File: config.mk
export PLATFORM = sky130hd
export DESIGN_NAME = stacking_loop_seq
export DESIGN_NICKNAME = d
export VERILOG_FILES = /design/src/rtl/stacking_pkg.sv /design/src/rtl/stacking_fil_range.sv /design/src/rtl/stacking_loop_seq.sv
export SDC_FILE = /design/constraint.sdc
export NUM_CORES = 1
export LEC_CHECK = 0
export ABC_AREA = 1
export CAP_MARGIN = 25
export CORE_MARGIN = 1.5
export CORE_UTILIZATION = 40
export DETAILED_ROUTE_END_ITERATION = 10
export PLACE_DENSITY = 0.72
export SYNTH_ARGS = -nofsm -noshare
export SYNTH_HDL_FRONTEND = slang
export SYNTH_SLANG_ARGS = --single-unit
File: constraint.sdc
create_clock -name clk_i -period 15.1 [get_ports clk_i]
set_input_delay 1.51 -clock clk_i [delete_from_list [all_inputs] [get_ports clk_i]]
set_output_delay 1.51 -clock clk_i [all_outputs]
set_load 0.05 [all_outputs]
File: src/rtl/stacking_pkg.sv
// stacking_pkg
// Shared definitions for the sparse stacking inner-loop sequencer and the
// blocks around it (compute engine, weight prefetcher).
//   - state_e     : sequencer FSM states
//   - DEF_*       : default layer geometry shared with the compute engine
//   - clog2w()    : port/field width helper that never returns zero
package stacking_pkg;

  typedef enum logic [2:0] {
    ST_IDLE,
    ST_WAIT_CHUNK,
    ST_ISSUE,
    ST_WAIT_END,
    ST_ROW_END
  } state_e;

  localparam int DEF_IFM_Y     = 8;
  localparam int DEF_FIL_X     = 3;
  localparam int DEF_FIL_Y     = 3;
  localparam int DEF_OUT_X     = 6;
  localparam int DEF_CHUNK_NUM = 2;
  localparam int DEF_PSUM      = 32;
  localparam int DEF_RD_CYC    = 16;

  // A one-entry range still needs a 1-bit field.
  function automatic int clog2w(input int n);
    return (n <= 1) ? 1 : $clog2(n);
  endfunction

endpackage

File: src/rtl/stacking_fil_range.sv
// stacking_fil_range
// Combinational range of filter rows that an IFM row contributes to.
// Ports:
//   ifm_y_i      : current IFM row
//   fil_start_o  : first valid filter row = max(0, ifm_y-(OUT_Y-1))
//   fil_last_o   : last valid filter row  = min(FIL_Y-1, ifm_y)
module stacking_fil_range
  import stacking_pkg::*;
#(
  parameter int IFM_Y = DEF_IFM_Y,
  parameter int FIL_Y = DEF_FIL_Y,
  parameter int YW    = clog2w(DEF_IFM_Y),
  parameter int FW    = clog2w(DEF_FIL_Y)
) (
  input  logic [YW-1:0] ifm_y_i,
  output logic [FW-1:0] fil_start_o,
  output logic [FW-1:0] fil_last_o
);

  localparam int OUT_Y = IFM_Y - FIL_Y + 1;

  always_comb begin
    fil_start_o = '0;
    fil_last_o  = FW'(FIL_Y - 1);
    // Rows near the bottom of the IFM no longer feed the top filter rows.
    if (int'(ifm_y_i) > OUT_Y - 1) begin
      fil_start_o = FW'(int'(ifm_y_i) - (OUT_Y - 1));
    end
    // Rows near the top of the IFM only reach the first filter rows.
    if (int'(ifm_y_i) < FIL_Y - 1) begin
      fil_last_o = FW'(ifm_y_i);
    end
  end

endmodule

File: src/rtl/stacking_loop_seq.sv
// stacking_loop_seq
// Inner-loop sequencer: walks IFM rows, the valid filter rows of each IFM row
// and the output columns, issuing one sub-chunk job per (ifm_y, fil_y, x).
// Ports:
//   clk_i, rst_i                 : clock, async active-high reset
//   loop_z_idx_start_i           : rising edge starts a layer pass
//   sub_chunk_end_i              : compute engine finished the current job
//   fil_loop_y_step_i            : filter sparsemap words per filter row
//   sub_channel_size_i           : IFM elements per output column step
//   ifm_chunk_rdy_i              : per-chunk ready flags
//   rd_fil_sparsemap_first/last_o, rd_fil_nonzero_dat_first_o,
//   rd_ifm_sparsemap_first_o, sparsemap_shift_left_o,
//   rd_ifm_sparsemap_next_o, acc_buf_sel_o : job addresses, held until next job
//   sub_chunk_start_o            : one-cycle job-issue pulse
//   ifm_chunk_rd_sel_o           : chunk buffer being read
//   inner_loop_finish_o          : pulse when an IFM row is consumed
//   out_row_done_o/out_row_idx_o : pulse + index when an output row completes
//   layer_done_o                 : pulse after the last IFM row
//   busy_o                       : high from accepted start to layer_done_o
module stacking_loop_seq
  import stacking_pkg::*;
#(
  parameter int IFM_Y     = DEF_IFM_Y,
  parameter int FIL_X     = DEF_FIL_X,
  parameter int FIL_Y     = DEF_FIL_Y,
  parameter int OUT_X     = DEF_OUT_X,
  parameter int CHUNK_NUM = DEF_CHUNK_NUM,
  parameter int ACC_ROWS  = FIL_Y,
  parameter int PSUM      = DEF_PSUM,
  parameter int RD_CYC    = DEF_RD_CYC
) (
  input  logic                                   clk_i,
  input  logic                                   rst_i,
  input  logic                                   loop_z_idx_start_i,
  input  logic                                   sub_chunk_end_i,
  input  logic [31:0]                            fil_loop_y_step_i,
  input  logic [31:0]                            sub_channel_size_i,
  input  logic [CHUNK_NUM-1:0]                   ifm_chunk_rdy_i,
  output logic [clog2w(RD_CYC)-1:0]              rd_fil_sparsemap_first_o,
  output logic [clog2w(RD_CYC)-1:0]              rd_fil_sparsemap_last_o,
  output logic [clog2w(FIL_X*FIL_Y)-1:0]         rd_fil_nonzero_dat_first_o,
  output logic [clog2w(RD_CYC)-1:0]              rd_ifm_sparsemap_first_o,
  output logic [clog2w(PSUM)-1:0]                sparsemap_shift_left_o,
  output logic [clog2w(RD_CYC)-1:0]              rd_ifm_sparsemap_next_o,
  output logic [clog2w(ACC_ROWS*OUT_X)-1:0]      acc_buf_sel_o,
  output logic                                   sub_chunk_start_o,
  output logic [clog2w(CHUNK_NUM)-1:0]           ifm_chunk_rd_sel_o,
  output logic                                   inner_loop_finish_o,
  output logic                                   out_row_done_o,
  output logic [clog2w(IFM_Y-FIL_Y+1)-1:0]       out_row_idx_o,
  output logic                                   layer_done_o,
  output logic                                   busy_o
);

  localparam int RW  = clog2w(RD_CYC);
  localparam int FDW = clog2w(FIL_X * FIL_Y);
  localparam int SW  = clog2w(PSUM);
  localparam int PSH = $clog2(PSUM);
  localparam int AW  = clog2w(ACC_ROWS * OUT_X);
  localparam int CW  = clog2w(CHUNK_NUM);
  localparam int OW  = clog2w(IFM_Y - FIL_Y + 1);
  localparam int YW  = clog2w(IFM_Y);
  localparam int FW  = clog2w(FIL_Y);
  localparam int XW  = clog2w(OUT_X);

  state_e          state_q, state_d;
  logic            start_prev_q, start_prev_d;
  logic            busy_q, busy_d;
  logic [YW-1:0]   ifm_y_q, ifm_y_d;
  logic [FW-1:0]   fil_y_q, fil_y_d;
  logic [FW-1:0]   fil_last_q, fil_last_d;
  logic [XW-1:0]   x_q, x_d;
  logic [31:0]     dat_start_q, dat_start_d;

  logic [RW-1:0]   fil_sm_first_q, fil_sm_first_d;
  logic [RW-1:0]   fil_sm_last_q, fil_sm_last_d;
  logic [FDW-1:0]  fil_dat_first_q, fil_dat_first_d;
  logic [RW-1:0]   ifm_sm_first_q, ifm_sm_first_d;
  logic [SW-1:0]   shift_q, shift_d;
  logic [RW-1:0]   ifm_sm_next_q, ifm_sm_next_d;
  logic [AW-1:0]   acc_sel_q, acc_sel_d;
  logic            sub_start_q, sub_start_d;
  logic [CW-1:0]   rd_sel_q, rd_sel_d;
  logic            finish_q, finish_d;
  logic            row_done_q, row_done_d;
  logic [OW-1:0]   row_idx_q, row_idx_d;
  logic            layer_done_q, layer_done_d;

  logic [FW-1:0]   fil_start, fil_last;
  logic            issue;
  int              fil_first;
  int              acc_idx;

  stacking_fil_range #(
    .IFM_Y (IFM_Y),
    .FIL_Y (FIL_Y),
    .YW    (YW),
    .FW    (FW)
  ) u_fil_range (
    .ifm_y_i     (ifm_y_q),
    .fil_start_o (fil_start),
    .fil_last_o  (fil_last)
  );

  // Next-state logic. Pulses and job addresses are registered on the edge
  // that enters ISSUE/ROW_END so they line up with those state cycles.
  always_comb begin
    state_d         = state_q;
    start_prev_d    = loop_z_idx_start_i;
    busy_d          = busy_q;
    ifm_y_d         = ifm_y_q;
    fil_y_d         = fil_y_q;
    fil_last_d      = fil_last_q;
    x_d             = x_q;
    dat_start_d     = dat_start_q;
    fil_sm_first_d  = fil_sm_first_q;
    fil_sm_last_d   = fil_sm_last_q;
    fil_dat_first_d = fil_dat_first_q;
    ifm_sm_first_d  = ifm_sm_first_q;
    shift_d         = shift_q;
    ifm_sm_next_d   = ifm_sm_next_q;
    acc_sel_d       = acc_sel_q;
    sub_start_d     = 1'b0;
    rd_sel_d        = rd_sel_q;
    finish_d        = 1'b0;
    row_done_d      = 1'b0;
    row_idx_d       = row_idx_q;
    layer_done_d    = 1'b0;
    issue           = 1'b0;
    fil_first       = 0;
    acc_idx         = 0;

    case (state_q)
      ST_IDLE: begin
        if (loop_z_idx_start_i && !start_prev_q) begin
          state_d = ST_WAIT_CHUNK;
          ifm_y_d = '0;
          busy_d  = 1'b1;
        end
      end
      ST_WAIT_CHUNK: begin
        if (ifm_chunk_rdy_i[rd_sel_q]) begin
          fil_y_d     = fil_start;
          fil_last_d  = fil_last;
          x_d         = '0;
          dat_start_d = '0;
          state_d     = ST_ISSUE;
          issue       = 1'b1;
        end
      end
      ST_ISSUE: begin
        state_d = ST_WAIT_END;
      end
      ST_WAIT_END: begin
        if (sub_chunk_end_i) begin
          if (int'(x_q) < OUT_X - 1) begin
            x_d         = x_q + 1'b1;
            dat_start_d = dat_start_q + sub_channel_size_i;
            state_d     = ST_ISSUE;
            issue       = 1'b1;
          end else if (fil_y_q < fil_last_q) begin
            fil_y_d     = fil_y_q + 1'b1;
            x_d         = '0;
            dat_start_d = '0;
            state_d     = ST_ISSUE;
            issue       = 1'b1;
          end else begin
            state_d  = ST_ROW_END;
            finish_d = 1'b1;
            rd_sel_d = (int'(rd_sel_q) == CHUNK_NUM - 1) ? '0 : rd_sel_q + 1'b1;
            // The bottom filter row closes an output row once enough IFM
            // rows have been consumed.
            if (int'(ifm_y_q) >= FIL_Y - 1) begin
              row_done_d = 1'b1;
              row_idx_d  = OW'(int'(ifm_y_q) - (FIL_Y - 1));
            end
            if (int'(ifm_y_q) == IFM_Y - 1) begin
              layer_done_d = 1'b1;
              busy_d       = 1'b0;
            end
          end
        end
      end
      ST_ROW_END: begin
        if (int'(ifm_y_q) == IFM_Y - 1) begin
          state_d = ST_IDLE;
        end else begin
          ifm_y_d = ifm_y_q + 1'b1;
          state_d = ST_WAIT_CHUNK;
        end
      end
      default: begin
        state_d = ST_IDLE;
      end
    endcase

    // Job addresses follow the loop indices being loaded this edge.
    if (issue) begin
      fil_first       = int'(fil_y_d) * FIL_X;
      fil_sm_first_d  = RW'(fil_first);
      fil_sm_last_d   = RW'(32'(fil_first) + fil_loop_y_step_i - 32'd1);
      fil_dat_first_d = FDW'(fil_y_d);
      ifm_sm_first_d  = RW'(dat_start_d >> PSH);
      shift_d         = dat_start_d[PSH-1:0];
      ifm_sm_next_d   = (int'(x_d) == OUT_X - 1) ? '0 : RW'(sub_channel_size_i - 32'd1);
      // Accumulator rows form a ring indexed by the output row being built.
      acc_idx         = ((int'(ifm_y_q) - int'(fil_y_d)) % ACC_ROWS) * OUT_X + int'(x_d);
      acc_sel_d       = AW'(acc_idx);
      sub_start_d     = 1'b1;
    end
  end

  // All state and outputs; reset clears everything including the chunk
  // pointer, which otherwise survives across layer passes.
  always_ff @(posedge clk_i or posedge rst_i) begin
    if (rst_i) begin
      state_q         <= ST_IDLE;
      start_prev_q    <= 1'b0;
      busy_q          <= 1'b0;
      ifm_y_q         <= '0;
      fil_y_q         <= '0;
      fil_last_q      <= '0;
      x_q             <= '0;
      dat_start_q     <= '0;
      fil_sm_first_q  <= '0;
      fil_sm_last_q   <= '0;
      fil_dat_first_q <= '0;
      ifm_sm_first_q  <= '0;
      shift_q         <= '0;
      ifm_sm_next_q   <= '0;
      acc_sel_q       <= '0;
      sub_start_q     <= 1'b0;
      rd_sel_q        <= '0;
      finish_q        <= 1'b0;
      row_done_q      <= 1'b0;
      row_idx_q       <= '0;
      layer_done_q    <= 1'b0;
    end else begin
      state_q         <= state_d;
      start_prev_q    <= start_prev_d;
      busy_q          <= busy_d;
      ifm_y_q         <= ifm_y_d;
      fil_y_q         <= fil_y_d;
      fil_last_q      <= fil_last_d;
      x_q             <= x_d;
      dat_start_q     <= dat_start_d;
      fil_sm_first_q  <= fil_sm_first_d;
      fil_sm_last_q   <= fil_sm_last_d;
      fil_dat_first_q <= fil_dat_first_d;
      ifm_sm_first_q  <= ifm_sm_first_d;
      shift_q         <= shift_d;
      ifm_sm_next_q   <= ifm_sm_next_d;
      acc_sel_q       <= acc_sel_d;
      sub_start_q     <= sub_start_d;
      rd_sel_q        <= rd_sel_d;
      finish_q        <= finish_d;
      row_done_q      <= row_done_d;
      row_idx_q       <= row_idx_d;
      layer_done_q    <= layer_done_d;
    end
  end

  assign rd_fil_sparsemap_first_o   = fil_sm_first_q;
  assign rd_fil_sparsemap_last_o    = fil_sm_last_q;
  assign rd_fil_nonzero_dat_first_o = fil_dat_first_q;
  assign rd_ifm_sparsemap_first_o   = ifm_sm_first_q;
  assign sparsemap_shift_left_o     = shift_q;
  assign rd_ifm_sparsemap_next_o    = ifm_sm_next_q;
  assign acc_buf_sel_o              = acc_sel_q;
  assign sub_chunk_start_o          = sub_start_q;
  assign ifm_chunk_rd_sel_o         = rd_sel_q;
  assign inner_loop_finish_o        = finish_q;
  assign out_row_done_o             = row_done_q;
  assign out_row_idx_o              = row_idx_q;
  assign layer_done_o               = layer_done_q;
  assign busy_o                     = busy_q;

endmodule

### Word-level counts from Yosys, hierarchy flattened

Index checks and enable logic that the tools add are counted.

* output and inout bits: 39
* input bits: 70
* word-level logic and storage cells: 129
* flip-flop bits (word level): 83

* multiplexer cells: 57
* order comparisons: 6
* bitwise operators: 2
* div/mod/pow operators: 1
* multipliers: 2
* add/sub/neg operators: 12
* reduce and logical (&&, ||, !) cells: 13
* eq/ne operators: 14

Operators with widths (count)
* 2-to-1 mux 32 bit: 4
* case mux 32 bit (2 select lines): 1
* 2-to-1 mux 3 bit: 11
* adder 32 bit: 1
* remainder unit 32 x 3 -> 32 bit (second input constant): 1
* multiplier 32 x 3 -> 4 bit (second input constant): 1
* 2-to-1 mux 1 bit: 28
* case mux 3 bit (5 select lines): 1
* != test 2 bit (second input constant): 7
* 2-to-1 mux 2 bit: 6
* case mux 3 bit (2 select lines): 2
* AND reduction 4 bit: 2
* subtractor 4 x 1 -> 4 bit (second input constant): 2
* adder 3 x 1 -> 3 bit (second input constant): 2
* == test 3 x 1 -> 1 bit (second input constant): 2
* == test 3 x 2 -> 1 bit (second input constant): 2
* == test 3 bit (second input constant): 2
* AND reduction 3 bit: 2
* AND reduction 6 bit: 1
* nonzero test 2 bit: 3
* adder 5 x 4 -> 5 bit: 1
* AND reduction 5 bit: 1
* adder 4 bit: 1
* multiplier 2 x 2 -> 4 bit (second input constant): 1
* 20 further kinds: 22

### Logic depth before layout (Yosys ltp)

Gate-level depths: netlist (run 1).

* depth after elaboration: 9
* mapped depth: 44
* gate-level depth less buffers: 44

### By module

A second synthesis (run 1) with hierarchy kept.

* cells, all modules: 458
* area total of the unflattened synthesis: 3654.8 µm²

Modules (own cells, without submodules)
* stacking_loop_seq: seq. area each 1476.4 µm², cells an instance 450, times used 1, area each 3619.7 µm²
* stacking_fil_range: seq. area each 0.0 µm², cells an instance 8, times used 1, area each 35.0 µm²

### Least setup slack after synthesis (run 1)

Ideal clock, no wire load.

* path kind: in2reg
* start point: in ifm_chunk_rdy_i[0]
* end point: reg acc_sel_q[4], in the netlist acc_buf_sel_o[4]
* setup slack: 8.640 ns
* stages on the path: 38
* library setup time: 0.118 ns
* buffers on the path: 0
* required time: 14.982 ns
* arrival time: 6.342 ns
* cells stage by stage: inv_1 -> o21ai_0 -> nor2_1 -> nor2_1 -> nand2_1 -> a21oi_1 -> inv_1 -> ha_1 -> fa_1 -> ha_1 -> inv_1 -> nand4_1 -> nand2_2 -> inv_1 -> ha_1 -> nor2_2 -> nand3_1 -> nand2_1 -> [2 not listed] -> inv_1 -> nand3_2 -> nor2_4 -> nand2_4 -> nand2_2 -> nand2_2 -> a21oi_1 -> xor2_1 -> ha_1 -> ha_1 -> xnor2_1 -> inv_1 -> nand4_1 -> nand2_1 -> nand3_1 -> nand3_1 -> nand3_1 -> nand2_1

* cells in the longest elaborated chain, start to end: 8
* elaborated cells on any way between the ends: 12
* those cells by class: add/sub: 2; mul: 1; div: 1; mux: 8

RTL lines
* start: declaration: RTL line stacking_loop_seq.sv:38 `input logic [CHUNK_NUM-1:0] ifm_chunk_rdy_i,`
* 2-to-1 mux 1 bit (implied by the code) (2 in series): RTL line stacking_loop_seq.sv:142 `if (ifm_chunk_rdy_i[rd_sel_q]) begin`
* 2-to-1 mux 2 bit: RTL line stacking_loop_seq.sv:142
* case mux 2 bit (2 select lines): RTL line stacking_loop_seq.sv:133 `case (state_q)`
* via fil_y_d[0]: RTL line stacking_loop_seq.sv:70 `logic [FW-1:0] fil_y_q, fil_y_d;`
* subtractor 3 x 2 -> 4 bit: RTL line stacking_loop_seq.sv:207 `acc_idx = ((int'(ifm_y_q) - int'(fil_y_d)) % ACC_ROWS) * OUT_X + int'(x_d);`
* remainder unit 32 x 3 -> 32 bit: RTL line stacking_loop_seq.sv:207
* multiplier 32 x 3 -> 4 bit: RTL line stacking_loop_seq.sv:207
* adder 5 x 4 -> 5 bit: RTL line stacking_loop_seq.sv:207
* end signal: assignment: RTL line stacking_loop_seq.sv:253 `acc_sel_q <= acc_sel_d;`
* end: declaration: RTL line stacking_loop_seq.sv:81 `logic [AW-1:0] acc_sel_q, acc_sel_d;`

The timed path passes the listed nets, and every way through them passes these cells. The select of a mux whose other input is x is not followed.
A chain may end at the register's enable or synchronous reset.

### Final worst setup path (run 1)

* start point: in sub_chunk_end_i
* end point: reg acc_sel_q[4], in the netlist acc_buf_sel_o[4]

* cells in the longest elaborated chain, start to end: 6
* elaborated cells on any way between the ends: 10
* those cells by class: add/sub: 2; mul: 1; div: 1; mux: 6

RTL lines
* start: declaration: RTL line stacking_loop_seq.sv:35 `input logic sub_chunk_end_i,`
* 2-to-1 mux 2 bit: RTL line stacking_loop_seq.sv:155 `if (sub_chunk_end_i) begin`
* case mux 2 bit (2 select lines): RTL line stacking_loop_seq.sv:133
* via fil_y_d[0]: RTL line stacking_loop_seq.sv:70
* subtractor 3 x 2 -> 4 bit: RTL line stacking_loop_seq.sv:207
* remainder unit 32 x 3 -> 32 bit: RTL line stacking_loop_seq.sv:207
* multiplier 32 x 3 -> 4 bit: RTL line stacking_loop_seq.sv:207
* adder 5 x 4 -> 5 bit: RTL line stacking_loop_seq.sv:207

The timed path passes the listed nets, and every way through them passes these cells.

==> results_dict.tcl, run 1 <==
set metrics [dict create \
    yosys_warnings 0 \
    synth-seq-cells 59 \
    crit_required_ps 15330 \
    final_util 0.509 \
    die_x_um 98.0 \
    crit_path_frequent_cell "inv_1" \
    h-tree-depth 3 \
    cts-buffers-inserted 9 \
    num-nets-final 607 \
    worstSkewPairLatency_ps 330 \
    synthAdderAreaFrac 0.133 \
    num_rows 34 \
    synth_cell_types 38 \
    area_growth_pct 23.2 \
    synth_xor_xnor_area_share 0.0316 \
    slew_headroom 0.508 \
    overflow 0 \
    port_buffers 55 \
    rsz0062_at_grt "false" \
    clock_path_buffers 2 \
    fp.dieH_um 98.0 \
    seq_area_frac_synth 0.409 \
    timing.hold.ws_ps 477 \
    vias 2952 \
    tns_ps 0 \
    synth.largest_area_cell "dfrtp_1" \
    cts-resized-gates 0 \
    ant_nets 0 \
    drive_above_1_share 0.0909 \
    grt_use_total 0.170 \
    multi_input_area_um2 1810 \
    cts_tree "yes" \
    grt_pass1_vias 3083 \
    cts-root-buf "clkbuf_8" \
    clock-sinks 59 \
    synth_cells 440 \
    dp_hpwl_um 5590 \
    synth_top_family_by_area "simple AND/OR/NAND/NOR gates" \
    wl_per_cell_um 12.1 \
    grt_pass1_wl_um 13500 \
    synth_compound_area_frac 0.0780 \
    finalCritPeriodShare 0.496 \
    postCtsSetupBuffers 0 \
    dpl_worst_slack_ps 7230 \
    clkSlewWorstSetupHoldPaths_ps 60 \
    yosys.area_share.simple 0.258 \
    start_util 0.414 \
    hold_buffers 0 \
    synthTopCellsByArea "dfrtp_1 (41%), nand2_1 (12%), ha_1 (11%)" \
    hold_path_class "flop to flop" \
    grt_max_degree 60 \
    fin_crit_ps 7500 \
    crit_slowest_cell "clkdlybuf4s50_1" \
    status "finished clean" \
    viasPerCell 4.81 \
    drv_slew 0 \
    design.core.area_um2 8720 \
    antenna_cells 0 \
    die-area_um2 9600 \
    finalSetupViolCount 0 \
    synth.top_cell.area_share 0.409 \
    timing.final.hold_violations 0 \
    synthesis.area_um2 3610 \
    cp.arrival_ps 7720 \
    muxShareOfSynthArea 0 \
    drv_cap 0 \
    critPathLaunchType "primary input" \
    clock.fmax_ghz 0.133 \
    max-vdd-ir-drop_v 0.000131 \
    antenna_found_initial 0 \
    fill_cells 801 \
    gp_congestion 0.807 \
    critPathMaxStageDelay_ps 590 \
    crit_fanout 7 \
    drtIter0Drc 98 \
    drcViolationCount 0 \
    pin_count 109 \
    syn_avg_cell_area_um2 8.20 \
    totalPowerFinal_mw 0.952 \
    p_leak_nw 2.34 \
    firstDrtPassIters 4 \
    path_class "primary input to flop" \
    p_per_area_nw_per_um2 214 \
    setup_slack_ps 7600 \
    worst_pin_slew_ps 739 \
    wirelength_um 7440 \
    skew_ps 7.29 \
    cp-end-kind "flop" \
    ff_latch_area_um2 1480 \
]
==> metal layers <==
layer  wire (um)  track usage  vias to the layer above
li1            -            -                     1514
met1        3450        0.214                     1371
met2        3540        0.289                       56
met3         361       0.0451                       11
met4          93       0.0484                        0
met5           0            0                        -
==> worst max-delay path, delay by kind of cell <==
family	cells	cell delay [ps]
adders and majority gates	7	1850
xor gates and xnor gates	2	410
and+or+nand+nor	20	2160
AOI/OAI and AO/OA	2	550
buffers and inverters	8	1210
==> sequential cells by signal, indices dropped and copies added (netlist names), 2 cells and up <==
register and count:
rd_ifm_sparsemap_next_o 4, rd_fil_sparsemap_last_o 4, dat_start_q 9, x_q 3, fil_y_q 2, sparsemap_shift_left_o 5, acc_buf_sel_o 5, ifm_y_q 3
state_q 3, rd_ifm_sparsemap_first_o 4, rd_fil_sparsemap_first_o 4, out_row_idx_o 3, fil_last_q 2
==> metrics by stage <==
| step | cell area [um2] | instances |
|---|---|---|
| global route | 4440 | 614 |
| CTS | 4440 | 614 |
| floorplan | 3610 | 441 |
| detailed placement | 4250 | 598 |
| finish | 4440 | 614 |
| global placement | 4250 | 598 |
==> cells in the final DEF, fill, tap and decap left out, types with 2 or more instances in the layout <==
master and instances:
nand2_1 116, inv_1 67, dfrtp_1 59, clkdlybuf4s50_1 55
ha_1 32, o21ai_0 27, nor2_1 26, nand3_1 25
a21oi_1 11, nand2_2 11, clkbuf_8 10, xor2_1 7
xnor2_1 6, nor2_2 4, nor3_1 4, nand4_1 4
fa_1 4, nor2_4 3, nand2_4 3, nand3_2 3
nand3b_1 3, clkinv_2 3, inv_2 2, o22ai_1 2
conb_1 2, buf_4 2
==> worst paths after layout <==
check | cells after the start | end | startpoint | slack, ps
max | 39 | acc_buf_sel_o[4]$_DFFE_PP0P_ | sub_chunk_end_i | 7600
min | 2 | sparsemap_shift_left_o[3]$_DFFE_PP0P_ | sparsemap_shift_left_o[3]$_DFFE_PP0P_ | 480
max reg2reg | 40 | acc_buf_sel_o[4]$_DFFE_PP0P_ | x_q[0]$_DFF_PP0_ | 8520
min reg2reg | 2 | sparsemap_shift_left_o[3]$_DFFE_PP0P_ | sparsemap_shift_left_o[3]$_DFFE_PP0P_ | 480
max in group asynchronous | 3 | acc_buf_sel_o[4]$_DFFE_PP0P_ | rst_i | 12900
min in group asynchronous | 3 | out_row_idx_o[0]$_DFFE_PP0P_ | rst_i | 1710
==> cells by family (layout without fill, tap and decap cells) <==
logic type               count (synthesis)  in the layout
AND/OR/NAND/NOR                        204            204
buffers and inverters                   77            142
flip-flops                              59             59
AO/OA/AOI/OAI                           50             50
adder cells (fa/ha/maj)                 36             36
XOR/XNOR                                13             13
other                                    1              2
==> Yosys cell counts <==
master / instances
and2_1: 1
nand3_1: 25
o21ai_2: 1
conb_1: 1
nand4_1: 4
o21a_1: 1
dfrtp_1: 59
nand3b_1: 3
a21o_1: 1
o32ai_1: 1
buf_4: 3
clkbuf_8: 1
nand2_1: 116
inv_2: 1
ha_1: 32
o22ai_1: 2
buf_6: 1
nor2_4: 3
nor2_1: 26
o31ai_1: 1
nand2_2: 11
o21ai_0: 27
fa_1: 4
a21boi_0: 1
a21oi_1: 11
buf_2: 3
a21oi_2: 1
nor2_2: 4
xnor2_1: 6
nand2_4: 3
nand3_2: 3
nor3_1: 4
o211ai_1: 1
a31oi_1: 1
a32oi_1: 1
xor2_1: 7
inv_1: 68
or2_2: 1
==> area by class of cell <==
type / instances / area share
well taps: 108 / 0.0304
repair buffers: 57 / 0.127
flip-flops and latches: 59 / 0.332
multi-input cells: 305 / 0.408
clock inverters: 5 / 0.0118
clock buffers: 11 / 0.0318
inverters: 69 / 0.0583
==> report_power, final <==
group	internal [mW]	switching, mW
clock network	0.0798	0.0622
registers	0.211	0.0333
logic	0.196	0.371
total	0.486	0.466
(Power assumes the default switching activity.)
==> run 2: changes to the inputs <==
==> constraint.sdc (replaced) <==
create_clock -name clk_i -period 7.4 [get_ports clk_i]
set_input_delay 0.74 -clock clk_i [delete_from_list [all_inputs] [get_ports clk_i]]
set_output_delay 0.74 -clock clk_i [all_outputs]
set_load 0.05 [all_outputs]
==> results_dict.tcl, run 2 (synthesis gave the netlist of run 1 again) <==
set metrics [dict create \
    status "finished clean" \
    largest_register "dat_start_q" \
    cts-buffers-inserted 9 \
    grt_use_total 0.169 \
    drcViolationCount 0 \
    crit_fanout 7 \
    vias 2952 \
    clock.fmax_ghz 0.152 \
    fp.dieH_um 98.0 \
    grt_pass1_wl_um 13400 \
    start_util 0.414 \
    antenna_found_initial 0 \
    cp.arrival_ps 6790 \
    h-tree-depth 3 \
    p_per_area_nw_per_um2 437 \
    firstDrtPassIters 4 \
    cp-end-kind "flop" \
    drtIter0Drc 123 \
    timing.final.hold_violations 0 \
    totalPowerFinal_mw 1.95 \
    p_leak_nw 2.33 \
    largest_reg_flops 9 \
    max-vdd-ir-drop_v 0.000242 \
    gp_congestion 0.809 \
    design.core.area_um2 8720 \
    grt_max_degree 60 \
    rsz0062_at_grt "false" \
    die-area_um2 9600 \
    clock_path_buffers 2 \
    drv_slew 0 \
    wirelength_um 7380 \
    path_class "primary input to flop" \
    crit_slowest_cell "clkdlybuf4s50_1" \
    die_x_um 98.0 \
    cts-root-buf "clkbuf_8" \
    slew_headroom 0.516 \
    pin_count 109 \
    overflow 0 \
    dp_hpwl_um 5560 \
    grt_pass1_vias 3123 \
    finalCritPeriodShare 0.887 \
    fill_cells 784 \
    skew_ps 6.79 \
    finalSetupViolCount 0 \
    drv_cap 0 \
    clock-sinks 59 \
    crit_required_ps 7630 \
    critPathMaxStageDelay_ps 600 \
    area_growth_pct 23.3 \
    ant_nets 0 \
    cts_tree "yes" \
    worstSkewPairLatency_ps 340 \
    drive_above_1_share 0.0909 \
    antenna_cells 0 \
    num_rows 34 \
    tns_ps 0 \
    num-nets-final 607 \
    worst_pin_slew_ps 726 \
    critPathLaunchType "primary input" \
    hold_path_class "flop to flop" \
    hold_buffers 0 \
    mostFrequentLayoutCell "nand2_1" \
    crit_path_frequent_cell "inv_1" \
    wl_per_cell_um 12.0 \
    final_cell_mix "nand2_1 (116), inv_1 (67), dfrtp_1 (59), clkdlybuf4s50_1 (55), ha_1 (32)" \
    viasPerCell 4.81 \
    port_buffers 55 \
    clkSlewWorstSetupHoldPaths_ps 70 \
    fin_crit_ps 6560 \
]
==> run 2: report_power, final <==
group          total (mW)  internal (mW)  switching (mW)
Sequential          0.498          0.430          0.0677
Combinational        1.15          0.400           0.754
Clock               0.293          0.164           0.129
==> run 2: layout make-up <==
cell class                 instances  area [um2]  share of cell area
inverter                          69         259              0.0582
clock inverter                     4        50.0              0.0113
clock buffer                      12         145              0.0326
multi-input combinational        305        1820               0.408
timing repair buffer              57         566               0.127
tap                              108         135              0.0304
sequential                        59        1480               0.332
==> run 2: routing by layer <==
layer	routed length (um)	vias to the layer above	global-route usage
met3	346	13	0.0429
li1	-	1508	-
met1	3360	1373	0.211
met4	131	0	0.0637
met5	0	-	0
met2	3540	58	0.283
==> run 2: timing repair <==
item / in CTS / in global routing
endpoints found under the setup margin: 0 / 1
resized for setup: 0 / 1
setup buffers: 0 / 0
endpoints found under the hold margin: 0 / 0
==> run 2: worst paths after layout <==
path                                                            start                                      end  slack (ps)  depth (start not counted)
worst max-delay path                                  sub_chunk_end_i             acc_buf_sel_o[4]$_DFFE_PP0P_         840                         39
worst min-delay path            sparsemap_shift_left_o[0]$_DFFE_PP0P_    sparsemap_shift_left_o[0]$_DFFE_PP0P_         480                          2
worst max register to register                       x_q[0]$_DFF_PP0_             acc_buf_sel_o[4]$_DFFE_PP0P_        1000                         40
worst min register to register  sparsemap_shift_left_o[0]$_DFFE_PP0P_    sparsemap_shift_left_o[0]$_DFFE_PP0P_         480                          2
max in group asynchronous                                       rst_i  rd_ifm_sparsemap_first_o[2]$_DFFE_PP0P_        5990                          3
min in group asynchronous                                       rst_i                   layer_done_o$_DFF_PP0_         930                          3
==> run 2: critical path: cells and delay by family <==
| kind | cells | cell delay (ps) |
|---|---|---|
| and+or+nand+nor | 20 | 2160 |
| adders and majority gates | 7 | 1840 |
| buffers and inverters | 8 | 1180 |
| AOI/OAI and AO/OA | 2 | 450 |
| xor gates and xnor gates | 2 | 410 |
==> run 2: through the flow <==
| step | util | worst slack, ps | area [um2] | hold WS, ps | instances |
|---|---|---|---|---|---|
| finish | 0.510 | 839 | 4450 | 479 | 614 |
| global route | 0.510 | 85.1 | 4450 | 501 | 614 |
| CTS | 0.510 | 687 | 4440 | 482 | 614 |
| detailed placement | 0.487 | 353 | 4250 | 462 | 598 |
| global placement | 0.487 | 566 | 4250 | 454 | 598 |
| floorplan | - | 1710 | 3610 | 446 | 441 |
==> run 3: changes to the inputs <==
--- a/config.mk
+++ b/config.mk
@@ -11,6 +11,7 @@
 export CORE_UTILIZATION = 40
 export DETAILED_ROUTE_END_ITERATION = 10
 export PLACE_DENSITY = 0.72
+export SKIP_CTS_REPAIR_TIMING = 1
 export SYNTH_ARGS = -nofsm -noshare
 export SYNTH_HDL_FRONTEND = slang
 export SYNTH_SLANG_ARGS = --single-unit
==> results of run 3 <==
The final DEF is identical to that of run 2; final timing and power are the same.
